[src/rtl/serial_add_arbiter.sv]
// Two-requester round-robin front end for a single bit-serial full adder.
// The winner's operands are captured and added LSB-first, one bit per clock.
module serial_add_arbiter #(
    parameter int W = 8
) (
    input  logic         clk,
    input  logic         reset,
    input  logic         req0,
    input  logic [W-1:0] a0,
    input  logic [W-1:0] b0,
    input  logic         req1,
    input  logic [W-1:0] a1,
    input  logic [W-1:0] b1,
    output logic         gnt0,
    output logic         gnt1,
    output logic         busy,
    output logic [W-1:0] sum,
    output logic         cout,
    output logic         done,
    output logic         done_id
);

    localparam int CW = (W > 1) ? $clog2(W) : 1;
    localparam int RW = (W > 1) ? W - 1 : 1;
    localparam logic [CW-1:0] LAST_BIT = CW'(W - 1);

    typedef enum logic [1:0] {
        IDLE   = 2'd0,
        ADD    = 2'd1,
        DONE_S = 2'd2
    } state_t;

    state_t         state_reg;
    logic [W-1:0]   a_sh_reg;
    logic [W-1:0]   b_sh_reg;
    logic [RW-1:0]  res_reg;
    logic           carry_reg;
    logic [CW-1:0]  cnt_reg;
    logic           rr_reg;
    logic           owner_reg;

    logic           win1;
    logic [W-1:0]   a_sel;
    logic [W-1:0]   b_sel;
    logic           s_bit;
    logic           c_next;
    logic [W-1:0]   res_next;
    logic [RW-1:0]  res_shift;

    // On a tie the requester that was not granted last wins; rr_reg holds the last winner.
    assign win1 = req1 & (~req0 | ~rr_reg);

    genvar gi;
    generate
        for (gi = 0; gi < W; gi++) begin : g_opsel
            assign a_sel[gi] = win1 ? a1[gi] : a0[gi];
            assign b_sel[gi] = win1 ? b1[gi] : b0[gi];
        end
    endgenerate

    assign s_bit  = a_sh_reg[0] ^ b_sh_reg[0] ^ carry_reg;
    assign c_next = (a_sh_reg[0] & b_sh_reg[0]) |
                    (a_sh_reg[0] & carry_reg)   |
                    (b_sh_reg[0] & carry_reg);

    // The new bit enters at the MSB so that after W shifts bit 0 sits at the LSB.
    generate
        if (W > 1) begin : g_res_wide
            assign res_next  = {s_bit, res_reg};
            assign res_shift = res_next[W-1:1];
        end else begin : g_res_one
            assign res_next  = s_bit;
            assign res_shift = 1'b0;
        end
    endgenerate

    always_ff @(posedge clk or negedge reset) begin
        if (!reset) begin
            state_reg <= IDLE;
            a_sh_reg  <= '0;
            b_sh_reg  <= '0;
            res_reg   <= '0;
            carry_reg <= 1'b0;
            cnt_reg   <= '0;
            rr_reg    <= 1'b1;
            owner_reg <= 1'b0;
            gnt0      <= 1'b0;
            gnt1      <= 1'b0;
            busy      <= 1'b0;
            sum       <= '0;
            cout      <= 1'b0;
            done      <= 1'b0;
            done_id   <= 1'b0;
        end else begin
            gnt0 <= 1'b0;
            gnt1 <= 1'b0;
            done <= 1'b0;
            case (state_reg)
                IDLE: begin
                    if (req0 | req1) begin
                        a_sh_reg  <= a_sel;
                        b_sh_reg  <= b_sel;
                        carry_reg <= 1'b0;
                        cnt_reg   <= '0;
                        rr_reg    <= win1;
                        owner_reg <= win1;
                        gnt0      <= ~win1;
                        gnt1      <= win1;
                        busy      <= 1'b1;
                        state_reg <= ADD;
                    end
                end
                ADD: begin
                    carry_reg <= c_next;
                    res_reg   <= res_shift;
                    a_sh_reg  <= a_sh_reg >> 1;
                    b_sh_reg  <= b_sh_reg >> 1;
                    cnt_reg   <= cnt_reg + CW'(1);
                    if (cnt_reg == LAST_BIT) begin
                        sum       <= res_next;
                        cout      <= c_next;
                        done_id   <= owner_reg;
                        done      <= 1'b1;
                        state_reg <= DONE_S;
                    end
                end
                DONE_S: begin
                    busy      <= 1'b0;
                    state_reg <= IDLE;
                end
                default: begin
                    busy      <= 1'b0;
                    state_reg <= IDLE;
                end
            endcase
        end
    end

endmodule

[config.mk]
export PLATFORM = sky130hd
export DESIGN_NAME = serial_add_arbiter
export DESIGN_NICKNAME = d
export VERILOG_FILES = /design/src/rtl/serial_add_arbiter.sv
export SDC_FILE = /design/constraint.sdc
export NUM_CORES = 1
export LEC_CHECK = 0
export BUFFER_PORTS_ARGS = -buffer_cell sky130_fd_sc_hd__buf_2
export CORE_UTILIZATION = 50
export DETAILED_ROUTE_END_ITERATION = 8
export MAX_ROUTING_LAYER = met4
export PLACE_DENSITY = 0.76
export SLEW_MARGIN = 5
export SYNTH_ARGS = -nofsm -noshare
export SYNTH_HDL_FRONTEND = slang
export SYNTH_SLANG_ARGS = --single-unit
[constraint.sdc]
create_clock -name clk -period 2 [get_ports clk]
set_input_delay 0.3 -clock clk [delete_from_list [all_inputs] [get_ports clk]]
set_output_delay 0.3 -clock clk [all_outputs]
set_load 0.05 [all_outputs]
; After elaboration in Yosys (flattened, before gate mapping)
; Index checks and enable logic that the tools add are counted.
[totals]
regBits = 45
in_bits = 36
output_inout_bits = 14
word_cells = 76
[classes]
n_addsub = 1
eq_ne = 4
mux = 35
n_bitwise = 14
reduce_logical = 7
[op_table]
columns = op, count
row1 = $pmux W8 S2, 2
row2 = $mux W1, 24
row3 = $mux W8, 2
row4 = $reduce_and A2 Y1, 5
row5 = $pmux W3 S2, 1
row6 = $and A1 B1 Y1, 4
row7 = $mux W2, 2
row8 = $ne A2 B2 Y1 const B, 2
row9 = $not A1 Y1, 4
row10 = $or A1 B1 Y1, 4
row11 = $pmux W1 S2, 2
row12 = $pmux W2 S2, 1
row13 = $add A3 B1 Y3 const B, 1
row14 = $eq A3 B3 Y1 const B, 1
row15 = $mux W3, 1
row16 = $eq A2 B1 Y1 const B, 1
row17 = $logic_not A2 Y1, 1
row18 = $reduce_bool A2 Y1, 1
row19 = $xor A1 B1 Y1, 2

; Longest topological paths before layout
; Gate-level depths: netlist of the first run.
[logic_depth]
depth_word = 6
depth_mapped = 5

; Worst setup path after synthesis of the first run
; Ideal clock, no wire load.
[synth_timing]
kind = register to register
startpoint = reg cnt_reg[0]
endpoint = reg cout
setup_ps = 125
t_arrival_ps = 1190
required_ps = 1875
slack_ps = 685
stages_incl_launch_ff = 5
n_path_buf = 0
cell_sequence = dfrtp_1 ha_1 ha_1 nand2_2 mux2_2
[synth_via]
elab_chain_cells = 2
[synth_rtl]
columns = item, line
row1 = "start, declared", 38  ; logic [CW-1:0] cnt_reg;
row2 = "start signal, assigned", 118  ; cnt_reg <= cnt_reg + CW'(1);
row3 = $eq A3 B3 Y1, 119  ; if (cnt_reg == LAST_BIT) begin
row4 = $reduce_and A2 Y1 (no line), -
row5 = "end signal, assigned", 121  ; cout <= c_next;
row6 = "end, declared", 18  ; output logic cout,
; Every way passes these cells.
; A chain may end at the register's enable or synchronous reset.

; Final worst setup path of the first run
[layout_timing]
startpoint = reg cnt_reg[0]
endpoint = reg sum[1]
[layout_via]
elab_chain_cells = 2
[layout_rtl]
columns = item, line
row1 = $eq A3 B3 Y1, 119
row2 = $reduce_and A2 Y1 (no line), -
row3 = "end signal, assigned", 120  ; sum <= res_next;
row4 = "end, declared", 17  ; output logic [W-1:0] sum,
; Every way passes these cells.

==> results of run 1 <==
## per-stage QoR
step	hold WS [ps]	setup WS, ps	power (mW)	instances	util (%)
floorplan	4.41	685	2.80	176	-
global placement	368	595	3.13	269	61.1
detailed placement	362	590	3.19	269	61.1
CTS	35.2	586	3.87	277	64.1
global route	59.8	509	4.13	277	64.1
finish	16.1	594	3.84	277	64.1
## critical path, delay by kind of cell, from the launching register on
family                     cells  cell delay, ps
adders and majority gates      2             420
DFF                            1             400
muxes                          1             280
and+or+nand+nor                1             120
buffers and inverters          1              80
## routing by layer
metal	routed length [µm]	part of all wire, %
met3	166	4.8
met2	1610	46
met4	61	1.7
met1	1660	47
met5	0	0
## area by class of cell
type                    count  area, µm²  share of cell area (%)
inverters                  18       70.1                    2.92
repair buffers             54        283                    11.8
clock inverters             2       38.8                    1.62
well taps                  48       60.1                    2.50
flip-flops and latches     45       1130                    47.0
clock buffers               6       72.6                    3.02
multi-input cells         104        748                    31.2
## placed cells by master (no fill, tap or decap)
cell type                   count
sky130_fd_sc_hd__buf_2         49
sky130_fd_sc_hd__dfrtp_1       44
sky130_fd_sc_hd__nand2_1       37
sky130_fd_sc_hd__mux2i_1       19
sky130_fd_sc_hd__inv_1         17
sky130_fd_sc_hd__o221ai_1      14
sky130_fd_sc_hd__mux2_2        10
sky130_fd_sc_hd__clkbuf_8       5
sky130_fd_sc_hd__buf_4          5
sky130_fd_sc_hd__nor2_1         3
sky130_fd_sc_hd__a31o_2         3
sky130_fd_sc_hd__o21ai_0        2
sky130_fd_sc_hd__and2_1         2
sky130_fd_sc_hd__ha_1           2
sky130_fd_sc_hd__nor2b_2        1
sky130_fd_sc_hd__nand2_2        1
sky130_fd_sc_hd__inv_4          1
sky130_fd_sc_hd__a21boi_2       1
sky130_fd_sc_hd__and2_2         1
sky130_fd_sc_hd__o21ai_1        1
sky130_fd_sc_hd__nand2b_1       1
sky130_fd_sc_hd__and2_0         1
sky130_fd_sc_hd__a21oi_1        1
sky130_fd_sc_hd__a31oi_1        1
sky130_fd_sc_hd__a21o_1         1
sky130_fd_sc_hd__a21oi_2        1
sky130_fd_sc_hd__fa_1           1
sky130_fd_sc_hd__bufinv_16      1
sky130_fd_sc_hd__clkinv_4       1
sky130_fd_sc_hd__clkbuf_1       1
sky130_fd_sc_hd__dfstp_2        1
## cells by family (layout without fill, tap and decap cells)
family	Yosys count	in the layout
adder cells (fa/ha/maj)	3	3
AND/OR/NAND/NOR	47	47
multiplexers	29	29
AO/OA/AOI/OAI	25	25
flip-flops	45	45
buffers and inverters	27	80
## power by group
part / total, mW / leakage [nW] / switching (mW) / internal, mW
sequential: 1.54 / 0.563 / 0.223 / 1.31
clock: 0.684 / 0.0554 / 0.309 / 0.375
combinational: 1.61 / 0.631 / 1.03 / 0.581
## worst paths after layout
kind / end / cells past startpoint
max: sum[1] / 5
min: busy / 1
max reg2reg: sum[1] / 5
min reg2reg: owner_reg / 1
max in group asynchronous: state_reg[0] / 2
min in group clk: rr_reg / 2
## synth_stat cells (all sizes together)
library cell,n
ha,2
fa,1
o221ai,14
clkbuf,3
a31oi,1
o21ai,3
mux2,10
mux2i,19
buf,6
a21oi,2
inv,18
dfrtp,44
a21o,1
a21boi,1
nor2b,1
nand2,38
dfstp,1
and2,4
nand2b,1
a31o,3
nor2,3
==> results, run 1 <==
- The flow ran to the end, and the final reports show no timing, DRC or antenna violations.
- TritonCTS built the clock tree.
- Compared with the post-synthesis result, the final layout area differs by 19.7%.
- For this run, the total global-route usage over all layers was measured as 20.0%.
- The number of antenna violations at the first check in global routing is 0.
- In this run, post-CTS hold repair placed 0 buffers.
- For this block, the routed nets add up to 3.49 mm of wire.
- After clock tree synthesis, the setup repair step added 0 buffers.
- The cell chosen for the clock root is sky130_fd_sc_hd__clkbuf_8.
- The number of DRC violations after detailed-routing iteration 0 is 66.
- The width of the die is 65.3 µm.
- The sequential fraction of the synthesis area is 56.2%.
- The half-perimeter wire length after placement is 2.43 mm.
- Cells with a size suffix above 1 make up 35.4% of the layout.
- The number of global-route vias before repair came to 1,343.
- The post-route cell area is 2400 µm².
- The post-route clock period utilization is 70.3%.
- The clock sink count is 45.
- In this run, CTS created clock tree buffers numbering 5.
- The unique cell type count in the Yosys netlist is 29.
- Input and output buffers added on the ports amount to 49.
- For the pin with the worst max-slew slack, the measured transition is 674 ps.
- In the post-synthesis netlist, the biggest area contributors are sky130_fd_sc_hd__dfrtp_1, sky130_fd_sc_hd__mux2i_1, sky130_fd_sc_hd__nand2_1.
- The cell with the largest stage delay on the worst path is sky130_fd_sc_hd__dfrtp_1.
- The achievable clock frequency is 711 MHz.
- Routability-driven placement finished with a final weighted congestion of 0.721.
- Data on the critical path arrives at its endpoint at 1590 ps.
- The number of standard cells after synthesis is 176.
- The maximum number of pins on one net before global-route repair is 30.
- The critical path required time is 2190 ps.
- The synthesized area per cell is 11.4 µm².
- The element type at the critical path end is a flip-flop.
- The proportion of synthesized area in mux cells is 15.1%.
- The buffer depth of the longest clock path is 2.
- The area of the core is 3740 µm².
- The number of detailed-routing iterations run before antenna repair is 4.
- In this run the worst setup path begins at cnt_reg[0].
- After routing, the total negative slack on setup checks comes to 0 ps.
- The peak ir drop on the vdd network is 636 µV.
- The tool flagged a number of max-cap violations equal to 0.
- Of all nets on the critical path, the largest fanout is 9.
- The post-synthesis net count is 215.
- Counting I/O delays and the setup requirement, the final critical path takes 1410 ps.
- The average via count per standard cell is 5.14.
- Measured against its own limit, the worst slew margin works out to 55.1%.
- For this design the static power due to leakage is 1.25 nW.
- The reg-to-reg critical path startpoint is cnt_reg[0].
- The instance area after placement is 2290 µm².
- The top cell type by area accounts for 54.9% of the synthesized area.
- After detailed routing, the number of remaining DRC violations is 0.
- The synthesized netlist devotes 10.1% of its cell area to compound gates.
- The final-report hold violation count is 0.
- The cell that appears most often on the critical path is sky130_fd_sc_hd__ha_1.
- Setup repair after global routing left no endpoint under its margin.
- The critical path in this run is classified as reg -> reg.
- The final-layout fill cell count is 336.
- The busiest layer in global routing is met2.
- The number of nets still failing antenna checks after routing is 0.
- The synthesized design contains 45 register bits.
- The post-synthesis share of cell area spent on and, or, nand and nor gates is 9.73%.
- The met2 usage in global routing is 30.7%.
- The biggest cell delay along the critical path is 400 ps.
- The max-slew violation count is 0.
- The synthesized netlist devotes 2.25% of its cell area to adder and majority cells.
- The tightest min-delay check is of the in -> async type.
- In this run the register-to-register setup slack is 590 ps.
- The later pin in the worst-skew pair is clocked with a latency of 300 ps.
- sky130_fd_sc_hd__dfrtp_1 takes more of the synthesized area than any other cell.
- Power spread over the standard cell area amounts to 1600 nW/µm².
- The H-tree was split into 2 levels.
- Global routing consumed, on the met3 layer, 6.25% of the routing resources.
- The die covers 4270 µm².
- For this run, the number of Yosys warnings is 0.
- The main combinational cell family by area after synthesis is multiplexers.
- The cell area that synthesis handed to floorplanning was 2010 µm².
- The die span in y is 65.3 µm.
- The startpoint kind of the worst setup timing path is a flip-flop.
- Walking the worst path, the cells encountered are ha_1, ha_1, nand2_2, inv_4, mux2_2.
- The initial standard-cell utilization of the core is 53.6%.
- In the final design database the tool counted 267 nets.
- The final count of negative-setup-slack endpoints is 0.
- Between clock sinks in the finished design, the worst skew comes to 2.73 ps.
- Once the clock tree was built, the resizer swapped 0 gates to a different size.
- Of the total synthesized cell area, the portion taken by XOR and XNOR cells is 0%.
- The number of placed I/O pins is 50.
- Summed over all layers, the global routing overflow is 0.
- Row generation in the floorplan step produced 22 rows.
- The first global-routing pass estimated 6.10 mm of wire.
- The met1 track demand over resource is 24.5%.
- The repair_antennas step left the layout with diodes totalling 0.
- The overall via count from detail_route is 1,424.
- The clock-pin slew on the worst setup and hold paths is 80 ps.
- The per-cell routed wire length is 12.6 µm.
(Power assumes the default switching activity.)
==> inputs of run 2 (changes only) <==
==> constraint.sdc (replaced) <==
create_clock -name clk -period 1.4 [get_ports clk]
set_input_delay 0.21 -clock clk [delete_from_list [all_inputs] [get_ports clk]]
set_output_delay 0.21 -clock clk [all_outputs]
set_load 0.05 [all_outputs]
==> run 2 against run 1 <==
Core utilization up 2.0 points. Clock skew increased by 1.9 ps. Hold slack improved by 110 ps. Highest routed layer unchanged. Register-to-register slack worse by 560 ps. Worst setup slack worse by 560 ps. Global-route usage rose by 0.15 points. Largest power group unchanged.
==> results, run 2 (same netlist as run 1, synthesis figures left out) <==
- The run finished with clean final reports.
- The clock sink count is 45.
- The detailed router finished its first iteration with 71 violations.
- The final critical path takes up 97.5% of the cycle.
- Data on the critical path is required at its endpoint by 1580 ps.
- The final-report hold violation count is 0.
- The width of the die is 65.3 µm.
- The achievable clock frequency is 732 MHz.
- The die span in y is 65.3 µm.
- For this design the static power due to leakage is 1.29 nW.
- The worst setup slack after layout is 34.8 ps.
- The number of placed I/O pins is 50.
- The final count of negative-setup-slack endpoints is 0.
- No sink is reached through more buffers than the 2 on the longest clock path.
- Across all register-to-register paths, the minimum setup slack is 30 ps.
- The per-cell routed wire length is 12.3 µm.
- TritonCTS built the clock tree.
- For this run, the post-layout net count is 274.
- The setup TNS after final layout is 0 ps.
- The met3 wire length is 150 µm.
- The data arrival time of the worst path is 1550 ps.
- The final worst clock skew is 4.61 ps.
- The maximum number of pins on one net before global-route repair is 26.
- The first global-routing pass estimated 6.19 mm of wire.
- The peak ir drop on the vdd network is 940 µV.
- The count of buffers from port buffering is 49.
- Buffers inserted during clock tree synthesis total 5.
- Subtracting the final worst setup slack from the clock period gives 1370 ps.
- Of all nets on the critical path, the largest fanout is 5.
- The cell total after placement is 273.
- The number of antenna violations at the first check in global routing is 0.
- For this design the ratio of total power to cell area is 2220 nW/µm².
- In the routed layout, each cell is associated on average with a via count of 5.06.
- The clock-pin slew on the worst setup and hold paths is 80 ps.
- The worst setup path is launched from a flip-flop.
- The number of nets still failing antenna checks after routing is 0.
- In this run the top signal layer used is met4.
- The number of global-route vias before repair is 1,379.
- The number of detailed-routing iterations run before antenna repair is 4.
- The overall power of the completed layout is 5.49 mW.
- The repair_antennas step left the layout with diodes totalling 0.
- The critical setup path kind is reg -> reg.
- The overall track demand over capacity in global routing is 20.1%.
- Global routing finished with a remaining overflow of 0.
- The floorplan has 22 rows.
- The half-perimeter wire length after placement is 2.50 mm.
- The cell sitting at the root of the clock tree is a sky130_fd_sc_hd__clkbuf_8.
- The placer's final routability congestion estimate is 0.724.
- The clock reaches the later pin of the worst-skew pair after 300 ps.
- Before CTS, the worst setup slack after placement is 27.6 ps.
- The total wirelength of the detailed-routed design is 3.50 mm.
- The floorplan step defined a core boundary enclosing 3740 µm².
- Max-cap violations in this run came to 0.
- The die area is 4270 µm².
- The routed length on met1 is 1.65 mm.
- On the final layout, the worst hold slack is 123 ps.
- The detailed router placed 1,438 vias in this run.
- STA classifies the critical path endpoint as a flip-flop.
- CTS built an H-tree with a depth of 2.
- The share of layout cells above drive strength 1 is 37.7%.
- The class of the worst hold path is in -> reg.
- Headroom to the max-slew limit came out at 76.3%.
- Once the floorplan was initialized, standard cells occupied 53.6% of the core.
- The most common library cell in the layout ignoring fill and taps is sky130_fd_sc_hd__buf_2.
- The max-slew violation count was 0.
- Leaving out filler cells and counting taps, the final layout contains 284.
- Leaving out fill and tap cells, the most frequent cells in the layout are sky130_fd_sc_hd__buf_2, sky130_fd_sc_hd__dfrtp_1, sky130_fd_sc_hd__nand2_1, sky130_fd_sc_hd__mux2i_1, sky130_fd_sc_hd__inv_1.
- The signed area change from the synthesized netlist to the final layout is 23.4%.
- The actual slew at the worst max-slew pin is 355 ps.
- The total met2 wirelength after detailed routing is 1.62 mm.
- The number of remaining DRC errors is 0.
[run 2: stage by stage]
step           utilization (%)  cell area [µm²]
5_1_grt                   66.1             2470
6_report                  66.1             2470
3_5_place_dp              62.9             2360
2_1_floorplan                -             2010
3_3_place_gp              62.9             2360
4_1_cts                   65.4             2450
[run 2: layout make-up]
type	count	area (µm²)
flip-flops and latches	45	1130
clock inverters	2	10.0
repair buffers	60	368
repair inverters	1	6.26
fillers	316	1270
clock buffers	6	72.6
multi-input cells	104	758
inverters	18	72.6
well taps	48	60.1
[run 2: metal layers]
| layer | track usage (%) | up-vias |
|---|---|---|
| li1 | - | 717 |
| met1 | 25.6 | 674 |
| met2 | 30.0 | 38 |
| met3 | 5.03 | 9 |
| met4 | 10.1 | 0 |
| met5 | - | - |
[run 2: where the power goes]
part,internal [mW],switching [mW]
Sequential,1.88,0.316
Clock,0.346,0.415
Combinational,1.00,1.54
Total,3.22,2.27
[run 2: timing repair]
item	CTS	global route
hold buffers	1	0
resized for setup	0	6
hold endpoints to repair	44	0
setup buffers	0	1
endpoints found under the setup margin	0	10
[run 2: path summary, 6_finish.rpt]
kind | cells after the start | end | startpoint
setup / recovery | 5 | sum[0] | cnt_reg[0]
hold / removal | 2 | rr_reg | req0
setup reg to reg | 5 | sum[0] | cnt_reg[0]
hold reg to reg | 1 | owner_reg | owner_reg
max in group asynchronous | 3 | cnt_reg[2] | reset
min in group asynchronous | 3 | sum[3] | reset
[run 2: critical path, cell delays in order, from the launching register on]
cell,delay [ps]
sky130_fd_sc_hd__dfrtp_1,380
sky130_fd_sc_hd__ha_2,180
sky130_fd_sc_hd__ha_2,190
sky130_fd_sc_hd__nand2_4,90
sky130_fd_sc_hd__clkinv_4,90
sky130_fd_sc_hd__mux2_2,320
==> inputs of run 3 (changes only) <==
--- a/config.mk
+++ b/config.mk
@@ -6,10 +6,10 @@
 export NUM_CORES = 1
 export LEC_CHECK = 0
 export BUFFER_PORTS_ARGS = -buffer_cell sky130_fd_sc_hd__buf_2
-export CORE_UTILIZATION = 50
+export CORE_UTILIZATION = 47
 export DETAILED_ROUTE_END_ITERATION = 8
 export MAX_ROUTING_LAYER = met4
-export PLACE_DENSITY = 0.76
+export PLACE_DENSITY = 0.81
 export SLEW_MARGIN = 5
 export SYNTH_ARGS = -nofsm -noshare
 export SYNTH_HDL_FRONTEND = slang
==> constraint.sdc (replaced) <==
create_clock -name clk -period 1.2 [get_ports clk]
set_input_delay 0.18 -clock clk [delete_from_list [all_inputs] [get_ports clk]]
set_output_delay 0.18 -clock clk [all_outputs]
set_load 0.05 [all_outputs]
==> run 3 against run 2 <==
The run now ends with negative setup slack left. Non-clock buffer count up 18. Die area grew 6.2%. Worst setup slack lost 180 ps. Highest routed layer unchanged. Power grew 33%.
==> results, run 3 (same netlist as run 1, synthesis figures left out) <==
- The run finished, with violations left.
- The final reports fail on negative setup slack.
- The smallest clock period supported by the final layout is computed as 1350 ps.
- The signed area change from the synthesized netlist to the final layout is 36.4%.
- The per-cell routed wire length is 13.9 µm.
- The diode insertion count for antenna repair is 0.
- The peak ir drop on the vdd network is 1280 µV.
- The actual slew at the worst max-slew pin is 321 ps.
- The total wirelength of the detailed-routed design is 4.23 mm.
- The post-route clock period utilization is 112%.
- The cell chosen for the clock root is sky130_fd_sc_hd__clkbuf_8.
- The critical path is of the reg -> reg type.
- In this run, the number of DRC markers left after iteration 0 of detailed routing was 45.
- The class of the worst hold path is in -> reg.
- From bottom edge to top edge, the die measures 67.3 µm.
- Once the floorplan was initialized, standard cells occupied 49.4% of the core.
- The number of global-route vias before repair was 1,522.
- The TritonCTS buffer count is 5.
- The static power due to leakage is 1.42 nW.
- At the end of routability-driven placement, the weighted congestion stood at 0.769.
- In the routed design, unresolved DRC markers number 0.
- The HPWL after detailed placement is 2.81 mm.
- For this run, the top clock speed supported by timing is 743 MHz.
- TritonCTS built the clock tree.
- Power spread over the standard cell area amounts to 2670 nW/µm².
- The final-report hold violation count is 0.
- The library cell used most frequently in the layout, excluding fill and tap cells, is sky130_fd_sc_hd__buf_2.
- The count of buffers from port buffering is 49.
- The max-slew violation count was 0.
- The number of nets still failing antenna checks after routing is 0.
- The initialized floorplan defines 23 standard-cell rows.
- The first-pass GRT wire length is 6.98 mm.
- The total congestion overflow is 0.
- Entering global routing, the biggest net connects 34 pins.
- The post-route cell area is 2740 µm².
- The clock reaches the later pin of the worst-skew pair after 300 ps.
- The share of layout cells above drive strength 1 is 45.7%.
- The core utilization of the finished layout is 67.4%.
- The final worst clock skew is 4.95 ps.
- At the worst endpoint, the required time is 1390 ps.
- The number of detailed-routing iterations run before antenna repair is 4.
- The floorplan step set the die width to 67.3 µm.
- Across all setup checks in the final design, the least slack found is -147 ps.
- No sink is reached through more buffers than the 2 on the longest clock path.
- The number of placed I/O pins is 50.
- Along the worst path, the maximum fanout reaches 5.
- The number of levels in the clock H-tree is 2.
- Setup violations remaining at the end of the flow were counted as 19.
- The library cells used most frequently in the layout, excluding fill and tap cells, are sky130_fd_sc_hd__buf_2, sky130_fd_sc_hd__dfrtp_1, sky130_fd_sc_hd__nand2_1, sky130_fd_sc_hd__buf_4, sky130_fd_sc_hd__mux2i_1.
- The area of the core is 4060 µm².
- The startpoint kind of the worst setup timing path is a flip-flop.
- The overall via count from detail_route is 1,515.
- Setup repair after global routing could not meet its margin everywhere.
- The data arrival time of the worst path is 1530 ps.
- The average via count per standard cell is 4.98.
- For this design, the sink count on the clock tree is 45.
- The headroom to the max-slew limit is 78.6%.
- The clock-pin slew on the worst setup and hold paths is 70 ps.
- The post-layout net count is 292.
- STA classifies the critical path endpoint as a flip-flop.
- The floorplan step defined a die boundary enclosing 4530 µm².
- For this run, the total global-route usage over all layers was measured as 22.2%.
- The number of max-capacitance violations reported is 0.
- The number of antenna violations at the first check in global routing was 0.
- The placed instances occupy a cell area of 2460 µm².
-- run 3: cell count changes in the layout (fill, tap and decap cells not counted), moves of 3 or more --
| cell | delta |
|---|---|
| sky130_fd_sc_hd__mux2_4 | +3 |
| sky130_fd_sc_hd__buf_6 | +5 |
| sky130_fd_sc_hd__mux2_2 | -3 |
| sky130_fd_sc_hd__buf_4 | +14 |
-- run 3: final timing paths --
kind                            start          end  slack (ps)  depth (start not counted)
max                        cnt_reg[0]       sum[3]        -150                          5
min                             a0[7]  a_sh_reg[7]         160                          3
max reg2reg                cnt_reg[0]       sum[3]        -150                          5
min reg2reg                 owner_reg    owner_reg         480                          1
max in group asynchronous       reset  a_sh_reg[1]         430                          3
min in group asynchronous       reset      done_id         300                          2
-- run 3: worst max-delay path, stage by stage, from the launching register on --
cell                      delay, ps
sky130_fd_sc_hd__dfrtp_1        370
sky130_fd_sc_hd__ha_2           200
sky130_fd_sc_hd__ha_4           170
sky130_fd_sc_hd__nand2_8         80
sky130_fd_sc_hd__inv_8           90
sky130_fd_sc_hd__mux2_2         330
-- run 3: per-layer routing --
metal	vias to the layer above	share of wire [%]	GRT usage [%]
met5	-	0	-
met4	0	1.8	9.57
met3	7	3.4	5.07
met2	35	52	35.5
met1	721	43	27.0
li1	752	-	-
-- run 3: final cells by class --
type / count / area (µm²)
repair buffers: 78 / 509
inverters: 18 / 75.1
fillers: 296 / 1320
multi-input cells: 104 / 853
clock inverters: 1 / 5.00
clock buffers: 7 / 96.3
well taps: 50 / 62.6
flip-flops and latches: 45 / 1130
repair inverters: 1 / 6.26
-- run 3: power breakdown --
group | internal (mW) | switching [mW]
clock network | 0.520 | 0.491
registers | 2.19 | 0.430
logic | 1.65 | 2.02
-- run 3: metrics by stage --
step	setup TNS [ps]	worst slack [ps]	total power [mW]	std cells	hold slack, ps
floorplan	-724	-56.5	4.72	176	-116
finish	-1590	-147	7.30	304	162
CTS	-1530	-128	7.05	299	163
global route	-3090	-196	7.77	304	186
global placement	-1280	-81.8	5.61	286	88.3
detailed placement	-2040	-129	5.73	286	93.3
-- run 3: timing repair --
| item | CTS | global route |
|---|---|---|
| gates resized for setup | 15 | 8 |
| endpoints found under the setup margin | 36 | 36 |
| hold buffers | 1 | 0 |
| pin swaps | 3 | 3 |
| hold endpoints to repair | 11 | 0 |
| cloned | 1 | 0 |
| setup buffers | 3 | 5 |
